--- src/rtl/hilo_unit.sv ---
// hilo_unit: HI/LO register pair for the mult/div path.
// Holds the mult/div result and serves mthi/mtlo writes and mfhi/mflo reads.
// Raises stall while a result is outstanding.
// Optional feature: define HILO_BYPASS_EN to forward the arriving result to
// reads in the cycle it is written, instead of stalling those reads.
module hilo_unit #(
  parameter int DATA_W = 32
) (
  input  logic              clk,
  input  logic              reset_n,
  input  logic              op_start,
  input  logic              abort,
  input  logic              res_valid,
  input  logic [DATA_W-1:0] res_hi,
  input  logic [DATA_W-1:0] res_lo,
  input  logic              mthi_en,
  input  logic              mtlo_en,
  input  logic [DATA_W-1:0] mt_data,
  input  logic              rd_hi_req,
  input  logic              rd_lo_req,
  output logic [DATA_W-1:0] rd_data,
  output logic              rd_valid,
  output logic              stall,
  output logic              busy,
  output logic              proto_err,
  output logic [DATA_W-1:0] hi_q,
  output logic [DATA_W-1:0] lo_q
);

  typedef enum logic {
    IDLE    = 1'b0,
    PENDING = 1'b1
  } state_t;

  state_t state, state_nxt;

  logic read_req;
  logic mt_req;
  logic result_take;   // result accepted into HI/LO at this edge
  logic hi_mt_wr;
  logic lo_mt_wr;
  logic proto_viol;

  assign read_req = rd_hi_req | rd_lo_req;
  assign mt_req   = mthi_en | mtlo_en;

  // State register: IDLE until an op issues, PENDING while the result is owed.
  // NOTE: sequential state is assigned with <= so every flop samples pre-edge values.
  always_ff @(posedge clk or negedge reset_n) begin
    if (!reset_n) state <= IDLE;
    else          state <= state_nxt;
  end

  // Next-state logic: abort beats an arriving result; op_start back-to-back
  // with the result keeps the unit pending.
  // NOTE: every always_comb output gets a default first so no latch is inferred.
  always_comb begin
    state_nxt = state;
    case (state)
      IDLE: begin
        if (op_start) state_nxt = PENDING;
      end
      PENDING: begin
        if (abort)          state_nxt = IDLE;
        else if (res_valid) state_nxt = op_start ? PENDING : IDLE;
      end
    endcase
  end

  // Output logic: busy/stall/read path and the write enables derived from them.
  always_comb begin
    busy        = (state == PENDING);
    result_take = busy & res_valid & ~abort;
`ifdef HILO_BYPASS_EN
    // Reads in the result cycle are served from the forwarded result.
    stall       = busy & (mt_req | (read_req & ~result_take));
`else
    stall       = busy & (mt_req | read_req);
`endif
    rd_valid    = read_req & ~stall;
    rd_data     = '0;
    if (read_req) begin
`ifdef HILO_BYPASS_EN
      if (result_take) rd_data = rd_hi_req ? res_hi : res_lo;
      else             rd_data = rd_hi_req ? hi_q : lo_q;
`else
      rd_data = rd_hi_req ? hi_q : lo_q;
`endif
    end
    hi_mt_wr    = mthi_en & ~stall;
    lo_mt_wr    = mtlo_en & ~stall;
    proto_viol  = (busy & op_start & ~res_valid & ~abort) | (~busy & res_valid);
  end

  // HI/LO registers: result writes happen only in PENDING and mt writes only
  // when unstalled (i.e. IDLE), so the two sources never collide.
  always_ff @(posedge clk or negedge reset_n) begin
    if (!reset_n) begin
      hi_q <= '0;
      lo_q <= '0;
    end else if (result_take) begin
      hi_q <= res_hi;
      lo_q <= res_lo;
    end else begin
      if (hi_mt_wr) hi_q <= mt_data;
      if (lo_mt_wr) lo_q <= mt_data;
    end
  end

  // Sticky protocol-violation flag: cleared only by reset.
  always_ff @(posedge clk or negedge reset_n) begin
    if (!reset_n)        proto_err <= 1'b0;
    else if (proto_viol) proto_err <= 1'b1;
  end

endmodule

--- config.mk ---
export PLATFORM = sky130hd
export DESIGN_NAME = hilo_unit
export DESIGN_NICKNAME = d
export VERILOG_FILES = /design/src/rtl/hilo_unit.sv
export SDC_FILE = /design/constraint.sdc
export NUM_CORES = 1
export LEC_CHECK = 0
export ABC_AREA = 1
export CORE_UTILIZATION = 35
export DETAILED_ROUTE_END_ITERATION = 7
export GPL_TIMING_DRIVEN = 1
export PLACE_DENSITY_LB_ADDON = 0.12
export SETUP_SLACK_MARGIN = 0.5
export SLEW_MARGIN = 30
export SYNTH_ARGS = -nofsm -noshare
export SYNTH_HDL_FRONTEND = slang
export SYNTH_SLANG_ARGS = --single-unit
--- constraint.sdc ---
create_clock -name clk -period 1.4 [get_ports clk]
set_clock_uncertainty 0.1 [all_clocks]
set_input_delay 0.21 -clock clk [delete_from_list [all_inputs] [get_ports clk]]
set_output_delay 0.21 -clock clk [all_outputs]
set_load 0.01 [all_outputs]
; After elaboration in Yosys (flattened, before gate mapping)
; Cells that the tools add are included.
[word_totals]
regBits = 66
in_bits = 105
[classes]
n_mux = 10
bitwise = 18
n_reduce_logical = 2
[ops]
columns = operator, n
row1 = 32-bit 2-to-1 mux, 6
row2 = 1-bit AND, 10
row3 = 1-bit inverter, 4
row4 = 1-bit OR, 4
row5 = 2-bit nonzero test, 2
row6 = 1-bit 2-to-1 mux, 3
row7 = 1-bit case mux with 2 select lines, 1

; Depth between registers and ports, before layout
; Gate-level depths: netlist of run 1.
[depth]
word_depth = 7
depth_mapped = 7
ltp_nobuf = 6

; Worst setup path before layout of run 1
; OpenSTA, ideal clock, no wires.
[synth_timing]
path_type = reg-to-reg
start = register state, in the netlist busy
end = register hi_q[0]
setup_ns = 0.117
arrival_time_ns = 1.101
required_time_ns = 1.183
path_slack_ns = 0.082
path_stages_with_launch = 7
n_path_buf = 3
synth_period_minus_slack_ns = 1.318
cell_sequence = dfrtp_1 buf_4 nand3_2 buf_2 buf_4 nand3_1 nand2_1
[synth_between]
elab_chain_cells = 4
elab_cells_between_ends = 7
classes_between = mux (1) / bitwise (5) / reduce/logical (1)
[synth_lines]
columns = item, line_no
row1 = from (decl), 35  ; state_t state, state_nxt;
row2 = from (signal assigned), 51  ; else state <= state_nxt;
row3 = 1-bit AND, 78  ; stall = busy & (mt_req | read_req);
row4 = 1-bit inverter, 90  ; hi_mt_wr = mthi_en & ~stall;
row5 = 1-bit AND, 90
row6 = 2-bit nonzero test (no line), -
row7 = to (signal assigned), 102  ; hi_q <= res_hi;
row8 = to (signal assigned), 105  ; if (hi_mt_wr) hi_q <= mt_data;
row9 = to (decl), 26  ; output logic [DATA_W-1:0] hi_q,
; Parallel ways exist; a longest one is shown, timed or not.
; A chain may end at the register's enable or synchronous reset.

; Final worst setup path of run 1
[layout_timing]
start = register state, in the netlist busy
end = register lo_q[27]
[layout_between]
elab_chain_cells = 4
elab_cells_between_ends = 7
classes_between = mux (1) / bitwise (5) / reduce/logical (1)
[layout_lines]
columns = item, line_no
row1 = 1-bit AND, 78
row2 = 1-bit inverter, 91  ; lo_mt_wr = mtlo_en & ~stall;
row3 = 1-bit AND, 91
row4 = 2-bit nonzero test (no line), -
row5 = to (signal assigned), 103  ; lo_q <= res_lo;
row6 = to (signal assigned), 106  ; if (lo_mt_wr) lo_q <= mt_data;
row7 = to (decl), 27  ; output logic [DATA_W-1:0] lo_q
; Parallel ways exist; a longest one is shown, timed or not.

==> impl_metrics.toml, run 1 <==
[detailed_routing]
ant_nets = 0
drc = 0
dr.pass1.iters = 5
first_iter_violations = 385
num_vias = 5889
routedWlPerCell_um = 19.68
wl_mm = 20.72
vias_per_cell = 5.593

[global_route]
gr-total-overflow = 0
grt_start_max_net_pins = 61
grt_antenna_before_repair = 0
grt_pass1_vias = 5745
grt_usage_pct = 32.59
grt_pass1_wl_mm = 29.12

[logic_synthesis]
synth.ff_latch_count = 66
yosysUniqueCellTypes = 15
synth.avg_cell_area_um2 = 6.744
synth-seq-area-share_pct = 41.72
yosysWarnings = 0
syn_nets = 692
synth_cells = 587
synthesis.area_mm2 = 0.003959

[timing]
hold_violations = 0
maxSlewHeadroom_pct = 71.01
fin_crit_sh_pct = 121.8
setup_viol = 78
slew_viol_final = 0
worst_slack_ns = -0.3046
worst_pin_slew_ns = 0.4334
rsz0062_at_grt = "true"
max_freq_mhz = 586.6
min_period_ns = 1.705

[worst_setup_path]
worst-setup-path-type = "reg -> reg"
arrival_ns = 1.86
end_kind = "register"
start_kind = "register"
crit_required_ns = 1.56
timing.rr.start = "busy"
r2r_end = "lo_q[27]"
reg2reg_depth = 10
ff2ff_setup_slack_ns = -0.30
critPathMaxFanout = 8

[placed_design]
placed_area_mm2 = 0.006964
routabilityCongestion = 0.9064
hpwlAfterDp_mm = 11.46
port_buffers = 204

[clock_network]
clock_path_buffers = 2
cts_tree = "done"
htree_levels = 3
numClockSinks = 66
root_buffer = "clkbuf_16"
clkSlewWorstSetupHoldPaths_ns = 0.06
clock_latency_ns = 0.33
numCtsBuffers = 9

[power_and_ir_drop]
power.density_mw_per_mm2 = 1138
vdd_drop_max_uv = 695.7
total_power_uw = 10080
power.leakage_uw = 0.004317

[die]
io_pins = 205
coreArea_mm2 = 0.01094
rows = 38
die_w_um = 108.4
chipHeight_um = 108.4
start_util_pct = 36.20
fp.dieArea_mm2 = 0.01174

[run_status]
status = "finished with violations"
violations = "negative setup slack"

[layout]
syn_to_final_growth_pct = 123.6
drive_above_1_share_pct = 52.90
fin_nets = 1013
fill_cells = 695
diodes = 0
fin_area_mm2 = 0.008851

[flow_run]
max_cap_violations = 0

[min_path]
holdCritPathClass = "in -> async"
-- worst max-delay path, cell delays in order (launching register included) --
cell and delay, ns:
dfrtp_2 0.41, buf_6 0.12, buf_6 0.11, buf_6 0.11, nand3_4 0.07, buf_12 0.13
buf_12 0.10, buf_12 0.14, buf_12 0.12, nand3_1 0.10, nand2_2 0.11
-- registers in the layout (all words and copies together), names as in the netlist --
name,count
lo_q,32
busy,1
proto_err,1
hi_q,32
-- placed cells by master (no fill, tap or decap), types with 8 or more instances in the layout --
master and n:
nand2_1 145, buf_6 122, clkdlybuf4s50_1 100, nand4_1 64, nand2_2 61, buf_2 60
dfrtp_1 58, nand3_1 57, buf_4 50, nor2_2 45, a21oi_2 27, nand2_4 21
nor2_4 19, buf_12 18, clkbuf_16 13, a21oi_4 9, nand3_2 8, dfrtp_2 8
buf_16 8
-- routing by layer --
| layer | wire length [um] | vias up | global-route usage (%) |
|---|---|---|---|
| li1 | - | 2610 | - |
| met1 | 7266 | 2805 | 36.12 |
| met2 | 10860 | 375 | 60.37 |
| met3 | 1577 | 99 | 5.967 |
| met4 | 1015 | 0 | 14.38 |
| met5 | 0 | - | 0 |
-- power by group --
group          total (uW)  switching (uW)  internal (uW)  leakage, uW
Clock                2680             847           1840     0.000169
Sequential           2720             430           2290     0.000802
Combinational        4670            2070           2600      0.00335
-- cells in the mapped netlist --
master / count / area (um2)
a21oi_1: 36 / 180.2
clkbuf_1: 23 / 86.33
buf_1: 2 / 7.510
buf_2: 24 / 120.1
nand3_1: 65 / 325.3
o21ai_0: 1 / 5.000
dfrtp_1: 66 / 1652
nand3_2: 1 / 10.01
nand2_1: 226 / 848.3
inv_2: 1 / 3.750
buf_4: 6 / 45.04
nor2_1: 67 / 251.5
nand4_1: 64 / 400.4
inv_1: 3 / 11.26
nand2_2: 2 / 12.51
-- logic make-up after synthesis --
family	after synthesis	share of synthesized area (%)
simple gates	425	46.68
flops	66	41.72
buf+inv	59	6.922
compound gates	37	4.677
-- how the worst max path moves through the flow --
| stage | start | to | slack (ns) | depth (start not counted) |
|---|---|---|---|---|
| floorplan | busy | hi_q[0] | 0.17 | 6 |
| global placement | mtlo_en | stall | -0.33 | 4 |
| detailed placement | mtlo_en | stall | -0.33 | 4 |
| CTS | busy | lo_q[26] | -0.19 | 10 |
| global route | busy | lo_q[27] | -0.35 | 10 |
| finish | busy | lo_q[27] | -0.30 | 10 |
-- area by class of cell --
cell class / count / area [um2] / share of cell area, %
flip-flops and latches: 66 / 1662 / 18.77
clock buffers: 12 / 256.5 / 2.898
well taps: 140 / 175.2 / 1.979
repair buffers: 365 / 3771 / 42.61
multi-input cells: 462 / 2864 / 32.36
inverters: 4 / 25.02 / 0.2827
clock inverters: 4 / 97.59 / 1.103
-- what timing repair did --
| action | 4_1_cts | 5_1_grt |
|---|---|---|
| gates cloned | 8 | 4 |
| setup endpoints to repair | 166 | 226 |
| gates resized for setup | 572 | 104 |
| endpoints found under the hold margin | 66 | 25 |
| hold buffers | 1 | 1 |
| pin swaps | 79 | 57 |
| buffers inserted | 68 | 14 |
-- per-stage QoR --
step | worst slack [ns] | hold WS, ns | utilization [%] | std cells | setup TNS (ns)
2_1_floorplan | 0.1677 | -0.1856 | - | 587 | 0
3_3_place_gp | -0.3307 | -0.03439 | 63.68 | 942 | -19.91
3_5_place_dp | -0.3329 | -0.03185 | 63.68 | 942 | -20.99
4_1_cts | -0.1921 | 0.2349 | 75.60 | 1035 | -11.89
5_1_grt | -0.3480 | 0.2489 | 80.94 | 1053 | -19.63
6_report | -0.3046 | 0.2396 | 80.94 | 1053 | -15.63
No activity file was read; power rests on OpenSTA's default activity.
==> run 2: changes to the inputs <==
TNS_END_PERCENT = 30   (was unset)
==> run 2 against run 1 <==
Net effect:
- the run ends with negative hold slack, negative setup slack left
- first-iteration DRC count unchanged
- non-clock buffer count down 42
- combinational power down 13%
- die area unchanged
- critical path depth down 6
- clock power down 15%
- fmax up 18%
- sequential cell count unchanged
- core utilization down 9.3 points
- wire length down 15%
- worst setup slack better by 0.26 ns
- sequential share of layout area up 2.3 points
- critical endpoint is now stall
==> impl_metrics.toml, run 2 (same netlist as run 1, synthesis figures left out) <==
[run_status]
status = "finished with violations"
violations = "negative hold slack, negative setup slack"

[worst_setup_path]
max_stage_delay_ns = 0.42
critPathMaxFanout = 3
crit_family = "flip-flops"
crit_chain = "buf_4 -> inv_2 -> a21oi_1 -> buf_2"
arrival_ns = 1.13
worst-setup-path-type = "reg -> out"
crit_buf_inv = 3
timing.rr.start = "busy"
slowest_stage = "dfrtp_2"
crit_required_ns = 1.09
start_kind = "register"
startpoint = "busy"
end_kind = "primary output"

[clock_network]
clkSlewWorstSetupHoldPaths_ns = 0.05
numClockSinks = 66
numCtsBuffers = 9
holdBufCountCts = 1
htree_levels = 3
clock_latency_ns = 0.32
cts_tree = "done"
root_buffer = "clkbuf_16"
clock_path_buffers = 2

[layout]
seqCellArea_mm2 = 0.001653
final_cell_mix = "nand2_1 (185), buf_6 (134), clkdlybuf4s50_1 (100)"
top_regs = "hi_q x32, lo_q x32"
multi_input_area_mm2 = 0.002320
fill_cells = 884
syn_to_final_growth_pct = 97.88
final_cells = 1013
drive_above_1_share_pct = 35.78
final_util_pct = 71.64
final_common_cell = "nand2_1"
fin_nets = 972

[detailed_routing]
routedWlPerCell_um = 17.44
ant_nets = 0
dr.pass1.iters = 5
wl_met2_mm = 8.814
first_iter_violations = 385
vias_per_cell = 5.327
drc = 0
top_layer = "met4"
num_vias = 5396
wl_mm = 17.67
wl_met3_mm = 1.464
wl_met1_mm = 6.944

[timing]
slew_viol_final = 0
setup_viol = 54
worst_pin_slew_ns = 0.3534
fin_hold_ws_ns = -0.03926
rsz0062_at_grt = "true"
fin_crit_sh_pct = 103.0
maxSlewHeadroom_pct = 76.44
hold_violations = 26
min_period_ns = 1.442
max_freq_mhz = 693.6
fin_setup_tns_ns = -0.7643
worst_slack_ns = -0.04168

[global_route]
grt_usage_pct = 29.54
grt_pass1_wl_mm = 26.55
grt_start_max_net_pins = 67
grt_pass1_vias = 5318
grt_antenna_before_repair = 1
gr-total-overflow = 0

[die]
start_util_pct = 36.20
io_pins = 205
chipHeight_um = 108.4
fp.dieArea_mm2 = 0.01174
coreArea_mm2 = 0.01094
die_w_um = 108.4
rows = 38

[placed_design]
placed_cells = 971
routabilityCongestion = 0.8727
port_buffers = 204
hpwlAfterDp_mm = 11.20

[flow_run]
max_cap_violations = 0

[power_and_ir_drop]
power.density_mw_per_mm2 = 1141
vdd_drop_max_uv = 703.7
power.leakage_uw = 0.003917

[min_path]
holdCritPathClass = "in -> async"
==> run 2: cell types whose count changed in the layout (fill, tap and decap cells not counted), sizes merged <==
| cell | delta |
|---|---|
| clkinvlp | -1 |
| nand3 | +1 |
| diode | +1 |
| dlygate4sd3 | -1 |
| clkinv | +1 |
| dlygate4sd2 | +1 |
| bufinv | -2 |
| dlymetal6s4s | +1 |
| clkbuf | +1 |
| bufbuf | +1 |
| buf | -43 |
==> run 2: per-stage QoR <==
stage / hold slack (ns) / cell area, um2 / total power [uW] / worst slack [ns]
6_report: -0.03926 / 7834 / 8935 / -0.04168
5_1_grt: 0.001452 / 7834 / 9395 / -0.08616
4_1_cts: 0.3470 / 7501 / 8750 / -0.02255
3_5_place_dp: 0.1513 / 6706 / 6020 / -0.6207
3_3_place_gp: 0.1520 / 6706 / 5965 / -0.5965
2_1_floorplan: -0.1856 / 4049 / 3806 / 0.1676
==> run 2: path summary, 6_finish.rpt <==
path | end | slack (ns) | depth (start not counted)
max reg2reg | hi_q[27] | -0.03 | 7
min reg2reg | proto_err | 0.44 | 2
max | stall | -0.04 | 4
max in group asynchronous | hi_q[24] | 0.94 | 3
min in group clk | lo_q[18] | 0.41 | 6
min | hi_q[27] | -0.04 | 3
==> run 2: what timing repair did <==
item                                   CTS  global route
gates resized for setup                580            64
endpoints found under the hold margin   66             1
pin swaps                               38            56
setup buffers                           11             4
setup endpoints to repair              166           226
gates cloned                             6             3
==> run 2: routing by layer <==
metal	global-route usage, %	up-vias
li1	-	2530
met1	35.05	2550
met2	52.09	278
met3	5.425	38
met4	12.64	0
met5	0	-
==> run 2: final cells by class <==
type / instances / share of cell area, %
tap: 140 / 2.236
multi-input combinational: 463 / 29.61
clock inverter: 2 / 0.4472
sequential: 66 / 21.10
timing repair buffer: 323 / 42.98
inverter: 4 / 0.2236
antenna: 1 / 0.03194
clock buffer: 14 / 3.370
==> run 2: worst reg2reg max path: stages (launching register included) <==
cell and delay, ns:
dfrtp_2 0.38, buf_6 0.10, buf_6 0.11, nand3_4 0.15, buf_4 0.21, buf_16 0.15, nand3_1 0.07, nand2_1 0.06
==> run 2: report_power, final <==
part           internal [uW]  leakage [uW]  switching [uW]
combinational           2290       0.00296            1760
clock                   1480      0.000147             799
sequential              2290      0.000811             325
total                   6050       0.00392            2890
